[src/rtl/band_mixer.sv]
// band_mixer: latches N signed band samples, accumulates them one band per clock,
// saturates to the output width and hands the result off with valid/ready.
// Optional macro BAND_MIXER_AVG_EN: output the band mean (sum >>> log2(N)) instead of the sum.
module band_mixer #(
    parameter int NUMBER_OF_FILTERS = 8,
    parameter int FILTER_OUT_BITS   = 16
) (
    input  logic                                         clk,
    input  logic                                         rst_n,
    input  logic                                         in_valid,
    output logic                                         in_ready,
    input  logic [NUMBER_OF_FILTERS*FILTER_OUT_BITS-1:0] band_ins,
    output logic                                         out_valid,
    input  logic                                         out_ready,
    output logic [FILTER_OUT_BITS-1:0]                   mix_out
);

    localparam int IDX_BITS = $clog2(NUMBER_OF_FILTERS);
    localparam int ACC_BITS = FILTER_OUT_BITS + IDX_BITS;
    localparam logic [IDX_BITS-1:0] LAST_IDX = IDX_BITS'(NUMBER_OF_FILTERS - 1);

    if (NUMBER_OF_FILTERS < 2) begin : g_chk_min
        $error("band_mixer: NUMBER_OF_FILTERS must be at least 2");
    end

`ifdef BAND_MIXER_AVG_EN
    if ((1 << IDX_BITS) != NUMBER_OF_FILTERS) begin : g_chk_pow2
        $error("band_mixer: averaging needs NUMBER_OF_FILTERS to be a power of two");
    end
`endif

    typedef enum logic [1:0] {
        IDLE  = 2'd0,
        ACCUM = 2'd1,
        DONE  = 2'd2
    } state_t;

    state_t                                       state_r, state_s;
    logic [NUMBER_OF_FILTERS*FILTER_OUT_BITS-1:0] bands_r, bands_s;
    logic signed [ACC_BITS-1:0]                   acc_r, acc_s;
    logic signed [ACC_BITS-1:0]                   band_ext_s, sum_s, final_s;
    logic signed [FILTER_OUT_BITS-1:0]            band_s;
    logic [IDX_BITS-1:0]                          idx_r, idx_s;
    logic                                         in_ready_r, in_ready_s;
    logic                                         out_valid_r, out_valid_s;
    logic [FILTER_OUT_BITS-1:0]                   mix_r, mix_s;

    // Clamp an accumulator-width value into the signed output range.
    function automatic logic [FILTER_OUT_BITS-1:0] saturate(input logic signed [ACC_BITS-1:0] s);
        logic signed [ACC_BITS-1:0] sat_max;
        logic signed [ACC_BITS-1:0] sat_min;
        sat_max = {{(ACC_BITS-FILTER_OUT_BITS+1){1'b0}}, {(FILTER_OUT_BITS-1){1'b1}}};
        sat_min = {{(ACC_BITS-FILTER_OUT_BITS+1){1'b1}}, {(FILTER_OUT_BITS-1){1'b0}}};
        if (s > sat_max) begin
            saturate = {1'b0, {(FILTER_OUT_BITS-1){1'b1}}};
        end else if (s < sat_min) begin
            saturate = {1'b1, {(FILTER_OUT_BITS-1){1'b0}}};
        end else begin
            saturate = s[FILTER_OUT_BITS-1:0];
        end
    endfunction

    // Running sum with the current band sign-extended; final value optionally scaled to the mean.
    always_comb begin
        band_s     = bands_r[int'(idx_r)*FILTER_OUT_BITS +: FILTER_OUT_BITS];
        band_ext_s = {{IDX_BITS{band_s[FILTER_OUT_BITS-1]}}, band_s};
        sum_s      = acc_r + band_ext_s;
`ifdef BAND_MIXER_AVG_EN
        final_s    = sum_s >>> IDX_BITS;
`else
        final_s    = sum_s;
`endif
    end

    // Next-state and datapath update for the IDLE/ACCUM/DONE sequence.
    always_comb begin
        state_s     = state_r;
        bands_s     = bands_r;
        acc_s       = acc_r;
        idx_s       = idx_r;
        out_valid_s = out_valid_r;
        mix_s       = mix_r;
        case (state_r)
            IDLE: begin
                if (in_valid && in_ready_r) begin
                    bands_s = band_ins;
                    acc_s   = '0;
                    idx_s   = '0;
                    state_s = ACCUM;
                end else begin
                    state_s = IDLE;
                end
            end
            ACCUM: begin
                acc_s = sum_s;
                if (idx_r == LAST_IDX) begin
                    mix_s       = saturate(final_s);
                    out_valid_s = 1'b1;
                    idx_s       = '0;
                    state_s     = DONE;
                end else begin
                    idx_s = idx_r + IDX_BITS'(1);
                end
            end
            DONE: begin
                if (out_ready) begin
                    out_valid_s = 1'b0;
                    state_s     = IDLE;
                end else begin
                    out_valid_s = 1'b1;
                end
            end
            default: begin
                out_valid_s = 1'b0;
                state_s     = IDLE;
            end
        endcase
        in_ready_s = (state_s == IDLE);
    end

    // State register; in_ready stays low through reset and rises on the first edge after release.
    always_ff @(posedge clk or negedge rst_n) begin
        if (!rst_n) begin
            state_r     <= IDLE;
            in_ready_r  <= 1'b0;
            out_valid_r <= 1'b0;
        end else begin
            state_r     <= state_s;
            in_ready_r  <= in_ready_s;
            out_valid_r <= out_valid_s;
        end
    end

    // Datapath registers: latched bands, accumulator, band index and output sample.
    always_ff @(posedge clk or negedge rst_n) begin
        if (!rst_n) begin
            bands_r <= '0;
            acc_r   <= '0;
            idx_r   <= '0;
            mix_r   <= '0;
        end else begin
            bands_r <= bands_s;
            acc_r   <= acc_s;
            idx_r   <= idx_s;
            mix_r   <= mix_s;
        end
    end

    assign in_ready  = in_ready_r;
    assign out_valid = out_valid_r;
    assign mix_out   = mix_r;

endmodule

[config.mk]
export PLATFORM = sky130hd
export DESIGN_NAME = band_mixer
export DESIGN_NICKNAME = d
export VERILOG_FILES = /design/src/rtl/band_mixer.sv
export SDC_FILE = /design/constraint.sdc
export NUM_CORES = 1
export LEC_CHECK = 0
export BUFFER_PORTS_ARGS = -buffer_cell sky130_fd_sc_hd__buf_4
export CORE_UTILIZATION = 56
export DETAILED_ROUTE_END_ITERATION = 10
export HOLD_SLACK_MARGIN = 0.02
export PLACE_DENSITY_LB_ADDON = 0.25
export SETUP_SLACK_MARGIN = 0.4
export SLEW_MARGIN = 10
export SYNTH_ARGS = -nofsm -noshare
export SYNTH_HDL_FRONTEND = slang
export SYNTH_SLANG_ARGS = --single-unit
[constraint.sdc]
create_clock -name clk -period 6.1 [get_ports clk]
set_clock_uncertainty 0.2 [all_clocks]
set_input_delay 1.22 -clock clk [delete_from_list [all_inputs] [get_ports clk]]
set_output_delay 1.22 -clock clk [all_outputs]
set_load 0.005 [all_outputs]
==> results.md <==
* Status: finished, violations left
* Failing checks: DRC
* Largest net degree at the start of global routing at 74
* Root buffer cell: clkbuf_16
* Pins Over Slew Limit at 0
* Vias in the first global route at 5751
* Final cell area excluding filler cells at 10300 um2
* Clk network pwr share at 17.0%
* Reg2reg path depth at 12
* Register area share after synthesis at 50.3%
* Worst endpoint required time at 6.19 ns
* Synth Net Count at 774
* Mapped Area at 8460 um2
* Slew of the pin with the lowest slew margin at 1.00 ns
* Max Root-Sink Buffers at 2
* Post-layout worst setup margin at 1.47 ns
* Unrepaired setup endpoints after global routing: false
* Final hold violation count at 0
* Reg2Reg Launch Point: idx_r[0]$_DFFE_PN0P_
* Synth warnings at 0
* Vias at 5595
* Final worst path period share at 76.0%
* Row Count at 44
* Port Buf Inserts at 149
* DRT antenna net count at 0
* Switch share at 38.6%
* Hold Slack at 0.295 ns
* Antenna violations before repair at 0
* # DRC at 14
* Startpoint Class: flop
* Final Non-Filler Cells at 953
* Worst reg2reg setup slack at 1.47 ns
* P_int at 3.75 mW
* Via density at 5.87
* Fin nets at 914
* Fmax at 216 MHz
* Total routed wirelength at 19100 um
* Tmin final at 4.63 ns
* CTS buffer count at 17
* Starting Density at 57.7%
* Crit path DAT at 4.72 ns
* Setup-failing EPs final at 0
* First DRT Iteration DRCs at 300
* Yosys cell types at 59
* HPWL after DPL at 13800 um
* Cells after Synth at 617
* H-tree depth at 4
* Reg2reg end: mix_out[4]$_DFFE_PN0P_
* Combinational power share at 51.3%
* Seq pwr share at 31.7%
* Die width at 125 um
* Post_cts resized at 0
* CP Launch Point: idx_r[0]$_DFFE_PN0P_
* Setup Fix Bufs, Post-CTS at 0
* Wire per inst at 20.0 um
* WS Path Type: reg2reg
* All-Layer GR Usage at 25.8%
* Avg Cell Area, Syn at 13.7 um2
* Synth-to-Final Area Change at 21.6%
* First-pass GRT wire length at 30300 um
* Core area at 14600 um2
* Worst-Skew Late Latency at 0.44 ns
* Layout fillers at 1007
* Die Footprint at 15600 um2
* Crit. End Element: flop
* Placed Instance Area at 9720 um2
* Routability cong. at 0.880
* Relative slew margins at 33.0%
* Share of layout cells above drive strength 1 at 50.6%
* Share of synthesized registers carrying an async set or reset at 100%
* Clock Sinks at 170
* Pleak at 4.60 nW
* Placed Cells incl. Taps at 922
* Setup TNS at 0 ns
* Number of synthesized flops with an enable pin at 0
* Worst hold path class: reg2reg
* DIE HEIGHT at 125 um
* Maximum VDD drop at 308 uV
* I/O Pins at 150
* PwrDens at 594 nW/um2
* MaxCap Viol Count at 0
* CTS tree: yes
* Gr ovfl total at 0
* Post-synth top flop: dfrtp_1
* Sw Pwr at 2.36 mW
* Pre-antenna DRT Iters at 10
* FF+latch count, synth at 170
* Worst-path maximum fanout at 18
* Pre-CTS setup slack at 1.45 ns
* N_diodes at 0
* Termination of the worst setup path: mix_out[4]$_DFFE_PN0P_
* Clock slew at reported path FFs at 0.06 ns
* Cts hold-fix bufs at 0
-- logic make-up after synthesis --
kind of cell	share of synthesized area, %
adders and majority gates	3.79
buffers and inverters	2.44
muxes	27.8
AOI/OAI and AO/OA	9.22
xor gates and xnor gates	1.63
DFF	50.3
and+or+nand+nor	4.79
-- worst min path at each step --
stage	from	endpoint	slack, ns	cells after the start
3_5_place_dp	acc_r[16]$_DFFE_PN0P_	acc_r[16]$_DFFE_PN0P_	0.29	2
4_1_cts	acc_r[16]$_DFFE_PN0P_	acc_r[16]$_DFFE_PN0P_	0.30	2
2_1_floorplan	acc_r[18]$_DFFE_PN0P_	acc_r[18]$_DFFE_PN0P_	0.25	2
5_1_grt	bands_r[38]$_DFFE_PN0P_	bands_r[38]$_DFFE_PN0P_	0.31	1
3_3_place_gp	acc_r[15]$_DFFE_PN0P_	acc_r[15]$_DFFE_PN0P_	0.28	2
6_report	acc_r[16]$_DFFE_PN0P_	acc_r[16]$_DFFE_PN0P_	0.30	2
-- layer usage --
metal  vias to the layer above  track usage, %  share of wire (%)
met2                       167            43.2                 51
met3                        24            5.88                4.8
met4                         0            6.38                1.2
met1                      2856            34.1                 43
li1                       2548               -                  -
met5                         -               0                  0
-- placed cells by master (no fill, tap or decap), types with 3 or more instances in the layout --
cell          n
a21o_1        9
a21oi_1      22
a21oi_2      12
a22o_1       12
a31oi_1       3
and2_1        3
buf_4       155
clkbuf_16    17
clkinvlp_4    4
dfrtp_1     169
ha_1         24
inv_1         8
inv_6         3
mux2_2      143
mux4_2       32
nand2_1      23
nand2b_1      9
nor2_1       22
nor2b_1       7
o211ai_1      4
o21ai_0      20
o21ai_1       9
xnor2_1       8
xor2_1        5
-- layout make-up --
cell class              instances  area [um2]  share of cell area, %
clock inverters                11         115                   1.12
well taps                     184         230                   2.24
clock buffers                  20         447                   4.35
repair buffers                157        1190                   11.6
multi-input cells             403        4010                   39.0
inverters                       8        30.0                  0.292
flip-flops and latches        170        4260                   41.4
-- synthesized netlist by cell type, types with 3 or more instances --
master	count	area, um2
o21ai_0	20	100
o21ai_1	9	45.0
a21oi_1	22	110
a21o_1	9	67.6
a22o_1	12	105
o211ai_1	4	30.0
and2_1	3	18.8
dfrtp_1	170	4250
ha_1	24	300
a21oi_2	12	105
mux4_2	32	721
nand2b_1	9	56.3
clkbuf_1	24	90.1
xor2_1	5	43.8
buf_2	4	20.0
nand2_1	23	86.3
inv_1	8	30.0
nor2_1	22	82.6
buf_1	3	11.3
mux2_2	143	1610
a31oi_1	3	18.8
nor2b_1	7	43.8
xnor2_1	8	70.1
-- power groups by stage --
stage          registers (mW)  clock network, mW  logic [mW]
2_1_floorplan            1.81                  0        2.47
3_3_place_gp             1.92                  0        3.01
3_5_place_dp             1.95                  0        3.09
4_1_cts                  1.94               1.05        3.12
5_1_grt                  2.00               1.10        3.36
6_report                 1.94               1.04        3.13
-- through the flow --
step           power (mW)  utilization (%)
5_1_grt              6.45             70.2
3_5_place_dp         5.04             66.4
4_1_cts              6.11             70.2
2_1_floorplan        4.27                -
6_report             6.11             70.2
3_3_place_gp         4.93             66.4
-- worst max-delay path: stages, from the launching register on --
cell	delay, ns
dfrtp_2	0.70
buf_4	0.36
mux4_2	0.53
mux2_2	0.27
ha_1	0.34
a21o_1	0.21
nand2b_1	0.16
o211ai_2	0.19
nand2_1	0.13
a311o_1	0.38
xnor3_2	0.38
a21oi_4	0.49
a21oi_1	0.13
-- state kept, by name (all words and copies together), names as in the netlist --
name       flops
bands_r      128
acc_r         19
mix_out       16
idx_r          3
state_r        2
in_ready       1
out_valid      1
(Power assumes the default switching activity.)
